<file path="src/rtl/matmul_pkg.sv">
// Shared types and constants for the 2x2 matrix-multiply sequencer and its datapath.
package matmul_pkg;

  localparam int OPND_W = 8;
  localparam int RES_W  = 17;

  localparam logic [2:0] LAST_A_IDX = 3'd3;
  localparam logic [2:0] LAST_B_IDX = 3'd7;

  typedef enum logic [1:0] {
    IDLE,
    LOAD,
    SETTLE,
    DRAIN
  } state_t;

endpackage

</file>
<file path="src/rtl/matmul_sequencer.sv">
// Sequences the 2x2 matmul datapath through one job: load 4 or 8 operand beats,
// hold execute for SETTLE_CYCLES, then drain the four products as a valid/ready stream.
module matmul_sequencer
  import matmul_pkg::*;
#(
  parameter int SETTLE_CYCLES = 2
) (
  input  logic              clk,
  input  logic              reset,
  input  logic              start,
  input  logic              reuse_b,
  input  logic              in_valid,
  output logic              in_ready,
  input  logic [OPND_W-1:0] in_data,
  output logic              res_valid,
  input  logic              res_ready,
  output logic [RES_W-1:0]  res_data,
  output logic [1:0]        res_idx,
  output logic              res_last,
  output logic              busy,
  output logic              done,
  output logic [2:0]        mm_sel_in,
  output logic [OPND_W-1:0] mm_input_val,
  output logic              mm_execute,
  output logic [1:0]        mm_sel_out,
  input  logic [RES_W-1:0]  mm_result
);

  localparam logic [3:0] SETTLE_LAST = (SETTLE_CYCLES == 0) ? 4'd0 : 4'(SETTLE_CYCLES - 1);

  state_t     state, state_nxt;
  logic [2:0] load_idx, load_idx_nxt;
  logic [2:0] last_idx, last_idx_nxt;
  logic [1:0] out_idx, out_idx_nxt;
  logic [3:0] settle_cnt, settle_cnt_nxt;
  logic       done_nxt;
  logic       in_hs;
  logic       res_hs;

  // Gating with reset keeps the datapath write-protected even if reset lands mid-load.
  assign in_ready     = (state == LOAD) && !reset;
  assign in_hs        = in_valid && in_ready;
  assign mm_execute   = !in_hs;
  assign mm_sel_in    = load_idx;
  assign mm_input_val = in_data;

  assign res_valid  = (state == DRAIN);
  assign res_hs     = res_valid && res_ready;
  assign mm_sel_out = out_idx;
  assign res_idx    = out_idx;
  assign res_data   = mm_result;
  assign res_last   = res_valid && (out_idx == 2'd3);
  assign busy       = (state != IDLE);

  always_ff @(posedge clk) begin
    if (reset) begin
      state      <= IDLE;
      load_idx   <= '0;
      last_idx   <= LAST_B_IDX;
      out_idx    <= '0;
      settle_cnt <= '0;
      done       <= 1'b0;
    end else begin
      state      <= state_nxt;
      load_idx   <= load_idx_nxt;
      last_idx   <= last_idx_nxt;
      out_idx    <= out_idx_nxt;
      settle_cnt <= settle_cnt_nxt;
      done       <= done_nxt;
    end
  end

  always_comb begin
    state_nxt      = state;
    load_idx_nxt   = load_idx;
    last_idx_nxt   = last_idx;
    out_idx_nxt    = out_idx;
    settle_cnt_nxt = settle_cnt;
    done_nxt       = 1'b0;
    case (state)
      IDLE: begin
        if (start) begin
          state_nxt    = LOAD;
          load_idx_nxt = '0;
          last_idx_nxt = reuse_b ? LAST_A_IDX : LAST_B_IDX;
        end
      end
      LOAD: begin
        if (in_hs) begin
          if (load_idx == last_idx) begin
            load_idx_nxt   = '0;
            settle_cnt_nxt = '0;
            out_idx_nxt    = '0;
            state_nxt      = (SETTLE_CYCLES == 0) ? DRAIN : SETTLE;
          end else begin
            load_idx_nxt = load_idx + 3'd1;
          end
        end
      end
      SETTLE: begin
        if (settle_cnt == SETTLE_LAST) begin
          state_nxt   = DRAIN;
          out_idx_nxt = '0;
        end else begin
          settle_cnt_nxt = settle_cnt + 4'd1;
        end
      end
      DRAIN: begin
        if (res_hs) begin
          if (out_idx == 2'd3) begin
            state_nxt   = IDLE;
            out_idx_nxt = '0;
            done_nxt    = 1'b1;
          end else begin
            out_idx_nxt = out_idx + 2'd1;
          end
        end
      end
      default: state_nxt = IDLE;
    endcase
  end

endmodule

</file>
<file path="config.mk">
export PLATFORM = sky130hd
export DESIGN_NAME = matmul_sequencer
export DESIGN_NICKNAME = d
export VERILOG_FILES = /design/src/rtl/matmul_pkg.sv /design/src/rtl/matmul_sequencer.sv
export SDC_FILE = /design/constraint.sdc
export NUM_CORES = 1
export LEC_CHECK = 0
export ABC_CLOCK_PERIOD_IN_PS = 4100
export CORE_MARGIN = 1
export CORE_UTILIZATION = 30
export CTS_CLUSTER_SIZE = 16
export DETAILED_ROUTE_END_ITERATION = 7
export PLACE_DENSITY = 0.79
export SYNTH_ARGS = -nofsm -noshare
export SYNTH_HDL_FRONTEND = slang
export SYNTH_SLANG_ARGS = --single-unit
</file>
<file path="constraint.sdc">
create_clock -name clk -period 4.1 [get_ports clk]
set_clock_uncertainty 0.2 [all_clocks]
set_input_delay 0.615 -clock clk [delete_from_list [all_inputs] [get_ports clk]]
set_output_delay 0.615 -clock clk [all_outputs]
set_load 0.1 [all_outputs]
</file>
## After elaboration in Yosys (flattened, before gate mapping)

Index checks and enable logic that the tools add are counted.

| storage, ports and cells | value |
|---|---|
| output and inout port bits | 38 |
| word-level logic and storage cells | 64 |
| bits of input ports | 31 |
| bits in registers | 15 |

| cells by class | value |
|---|---|
| reduce and logical (&&, ||, !) cells | 17 |
| add/subtract/negate cells | 3 |
| equal/unequal tests | 13 |
| bitwise logic cells | 2 |
| muxes and demuxes | 23 |

Operator list:

| kind | count |
|---|---|
| $mux W2 | 11 |
| $mux W3 | 4 |
| $mux W4 | 3 |
| $ne A2 B2 Y1 const B | 4 |
| $pmux W2 S4 | 1 |
| $pmux W4 S2 | 1 |
| $eq A2 B2 Y1 const B | 3 |
| $ne A2 B1 Y1 const B | 3 |
| $pmux W2 S3 | 1 |
| $pmux W3 S2 | 1 |
| $reduce_and A6 Y1 | 1 |
| $reduce_bool A2 Y1 | 3 |
| $reduce_and A5 Y1 | 1 |
| $add A4 B1 Y4 const B | 1 |
| $eq A4 B1 Y1 const B | 1 |
| $logic_and A1 B1 Y1 | 4 |
| $reduce_and A4 Y1 | 1 |
| $add A3 B1 Y3 const B | 1 |
| $eq A3 B3 Y1 | 1 |
| $reduce_and A3 Y1 | 1 |
| $reduce_bool A3 Y1 | 1 |
| $reduce_or A3 Y1 | 1 |
| $add A2 B1 Y2 const B | 1 |
| $eq A2 B1 Y1 const B | 1 |
| 5 further kinds | 7 |

## Depth between registers and ports, before layout

| depth | value |
|---|---|
| depth after elaboration | 5 |
| mapped depth | 7 |
| mapped depth without buffers | 6 |

## Worst setup path after synthesis

No wires, ideal clock.

| timing path | value |
|---|---|
| path type | input-to-output |
| start | input reset |
| end | output in_ready |
| buffers on the path | 2 |
| cell stages on the path | 3 |
| required time | 3.285 ns |
| slack | 0.950 ns |
| arrival time | 2.335 ns |
| cells stage by stage | clkbuf_1 -> buf_1 -> nor2b_1 |

| on the way | value |
|---|---|
| longest elaborated chain between the ends | 2 |

RTL lines:

| item | line | text |
|---|---|---|
| start: declaration | matmul_sequencer.sv:9 | `input logic reset,` |
| $logic_not A1 Y1 | matmul_sequencer.sv:41 | `assign in_ready = (state == LOAD) && !reset;` |
| $logic_and A1 B1 Y1 | matmul_sequencer.sv:41 |  |
| end: declaration | matmul_sequencer.sv:13 | `output logic in_ready,` |

Every way passes these cells.

## Final worst setup path

| timing path | value |
|---|---|
| start | register state[0] |
| end | output res_last |

| on the way | value |
|---|---|
| longest elaborated chain between the ends | 2 |

RTL lines:

| item | line | text |
|---|---|---|
| start: declaration | matmul_sequencer.sv:31 | `state_t state, state_nxt;` |
| start signal: assignment | matmul_sequencer.sv:64 | `state <= state_nxt;` |
| $eq A2 B2 Y1 | matmul_sequencer.sv:47 | `assign res_valid = (state == DRAIN);` |
| $logic_and A1 B1 Y1 | matmul_sequencer.sv:52 | `assign res_last = res_valid && (out_idx == 2'd3);` |
| end: declaration | matmul_sequencer.sv:19 | `output logic res_last,` |

Every way passes these cells.

==> reports/metrics.cfg <==
[outcome]
status=finished clean

[detailed_routing]
wl_um=1890
wire_per_inst_um=11.8
via_per_inst=4.98
final_antenna_net_count=0
drcViolationCount=0
drtPass1Iterations=4
initialDrtViolationCount=13
dr_total_vias=796

[synth]
synth_area_um2=1030
ys_seq_area_share_pct=25.2
synth-xor-area-share_pct=0.848
synth_cell_types=35
synth_edf_count=0
ys_ff_latch=13
yosysTopAreaCellShare_pct=25.2
synth-main-ff-cell=dfxtp_1
yosys.area_share.simple_pct=18.7
synth_nets=165
syn_area_per_cell_um2=8.26
synth_top_family_by_area=buffers and inverters
synth_compound_area_share_pct=18.1
synth_top_cells_by_area=dfxtp_1 (25%), buf_4 (20%), ha_1 (11%), inv_1 (3.3%), nor2_1 (2.5%)
synthAdderAreaFrac_pct=10.9
synth_cells=125
yosys-mux-area-fraction_pct=1.94
ys_async_sr_fraction_pct=0
yosys.area.top_type=dfxtp_1
ys_warn_count=0

[clocking]
cts_setup_buffers=0
cts_num_sinks=13
htreeDepth=1
path_clk_slew_ns=0.08
clk_latency_ns=0.28
ctsResizeCount=0
tritoncts=yes
numCtsBuffers=3
clockRootBuffer=clkbuf_4
clockBufferDepth=2
postCtsHoldBufs=0

[critical_path]
timing.rr.end=mm_sel_out[1]
cp.required_ns=3.28
r2r_start=settle_cnt[0]
crit_fanout=7
ff2ff_path_depth=4
crit_path_end_kind=primary output
worstPathArrival_ns=2.30
cp-start-kind=flop
worst-setup-path-type=flop to primary output
r2r_setup_slack_ns=2.11

[min_path]
min_from=mm_sel_in[0]
holdPathStages=2
hold_class=flop to flop
hold_end=mm_sel_in[0]

[global_route]
grt_pass1_vias=692
grt-ovfl-total=0
antenna_found_initial=0
grt_max_degree=21
grt_usage_pct=11.1
grt_first_pass_wirelength_um=2970

[placement]
gp_congestion=0.813
dpl_cell_area_um2=1040
io_buffers=18
dp_hpwl_um=1450

[sta]
drv_slew=0
layout_min_cycle_time_ns=3.12
hold_viol_final=0
worst_slew_pin_slew_ns=0.968
tns_ns=0
fin_crit_sh_pct=76.0
relSlewSlack_pct=35.3
rsz0062_at_grt=false
setup_viol_count_final=0
fmax_mhz=321

[pwr]
switchingPower_uw=317
ir_drop_mv=0.446
power.share.clock_pct=13.3
powerDensity_nw_per_um2=578
p_sw_share_pct=51.1
p_comb_share_pct=60.7
p_leak_uw=0.000413
power.internal_uw=303
p_seq_share_pct=26.0

[run]
max_cap_viol_count=0

[floorplanning]
core_region_area_um2=3150
initial_core_util_pct=32.7
die_h_um=60.7
die-area_um2=3680
io_pins=69
dieWidth_um=60.7
rows=20

[cells_and_area]
fin_util_pct=34.0
antenna_cells=0
nets=157
syn2layout_area_growth_pct=3.76
layout.cell_area.non_filler_um2=1070
drive_gt1_share_pct=6.90

-- critical path, stage by stage (launching register included) --
cell and delay, ns:
dfxtp_1 0.39, ha_1 0.30, and2_1 0.19, clkdlybuf4s50_1 1.14
-- stage by stage --
| stage | worst slack, ns | total power [uW] | std cells | hold WS [ns] |
|---|---|---|---|---|
| final | 0.982 | 619 | 160 | 0.320 |
| after global placement | 1.24 | 526 | 156 | 0.296 |
| after floorplan | 0.950 | 579 | 125 | 0.277 |
| after CTS | 0.959 | 623 | 160 | 0.325 |
| after detailed placement | 1.18 | 538 | 156 | 0.308 |
| after global routing | 0.892 | 664 | 160 | 0.350 |
-- layer usage --
metal	vias up	global-route usage [%]	wire [um]
met3	5	4.48	128
met4	0	6.17	38
met5	-	0	0
li1	391	-	-
met1	377	13.2	896
met2	23	17.1	822
-- cells in the mapped netlist (2+ instances only) --
master,n
a211oi_1,2
a21o_1,2
a21oi_1,4
a311oi_1,2
a31oi_1,4
and2_1,2
buf_4,27
clkbuf_1,3
dfxtp_1,13
ha_1,9
inv_1,9
mux2i_1,2
nand2_1,5
nand2b_1,2
nand3_1,3
nand3b_1,2
nor2_1,7
nor2b_1,4
nor3b_1,2
nor4_1,2
o211ai_1,2
o21ai_0,4
-- cell usage in the layout (no fill, tap or decap), drive strengths merged, types with 2 or more instances in the layout --
| cell type | synthesis | routed |
|---|---|---|
| nand3 | 3 | 3 |
| inv | 9 | 9 |
| nand2b | 2 | 2 |
| or4b | 2 | 2 |
| buf | 28 | 2 |
| clkdlybuf4s50 | 0 | 16 |
| nor2 | 7 | 7 |
| o211ai | 2 | 2 |
| nor4 | 2 | 2 |
| a31oi | 4 | 4 |
| nor3b | 2 | 2 |
| a211oi | 2 | 2 |
| and2 | 2 | 2 |
| clkbuf | 3 | 4 |
| nor2b | 4 | 4 |
| o21ai | 4 | 4 |
| mux2i | 2 | 2 |
| nand3b | 2 | 2 |
| nand2 | 5 | 5 |
| dfxtp | 13 | 13 |
| a21oi | 4 | 4 |
| a311oi | 2 | 2 |
| a21o | 2 | 2 |
| ha | 9 | 9 |
-- state kept, by name, indices dropped and copies added (netlist names) --
signal / cells
mm_sel_in: 3
state: 2
settle_cnt: 4
mm_sel_out: 2
done: 1
last_idx: 1
-- how the worst max path moves through the flow --
stage | to | startpoint | slack (ns)
final | res_last | state[0] | 0.98
after global placement | settle_cnt[3] | reset | 1.24
after detailed placement | settle_cnt[3] | reset | 1.18
after CTS | res_last | state[0] | 0.96
after floorplan | in_ready | reset | 0.95
after global routing | res_last | state[0] | 0.89
-- power by group through the flow --
| stage | Combinational, uW | Clock (uW) | Sequential [uW] |
|---|---|---|---|
| final | 376 | 82.2 | 161 |
| after floorplan | 408 | 0 | 171 |
| after global placement | 364 | 0 | 162 |
| after detailed placement | 374 | 0 | 164 |
| after global routing | 410 | 90.4 | 164 |
| after CTS | 376 | 85.3 | 161 |
-- layout make-up --
type / instances / area (um^2)
sequential: 13 / 260
fill: 335 / 2080
multi-input combinational: 72 / 520
inverter: 9 / 33.8
clock buffer: 4 / 26.3
timing repair buffer: 18 / 175
tap: 44 / 55.1
-- logic make-up after synthesis --
kind of cell / after synthesis
AOI/OAI and AO/OA: 26
xor gates and xnor gates: 1
adders and majority gates: 9
buffers and inverters: 40
DFF: 13
muxes: 2
and+or+nand+nor: 34
(Power assumes the default switching activity.)
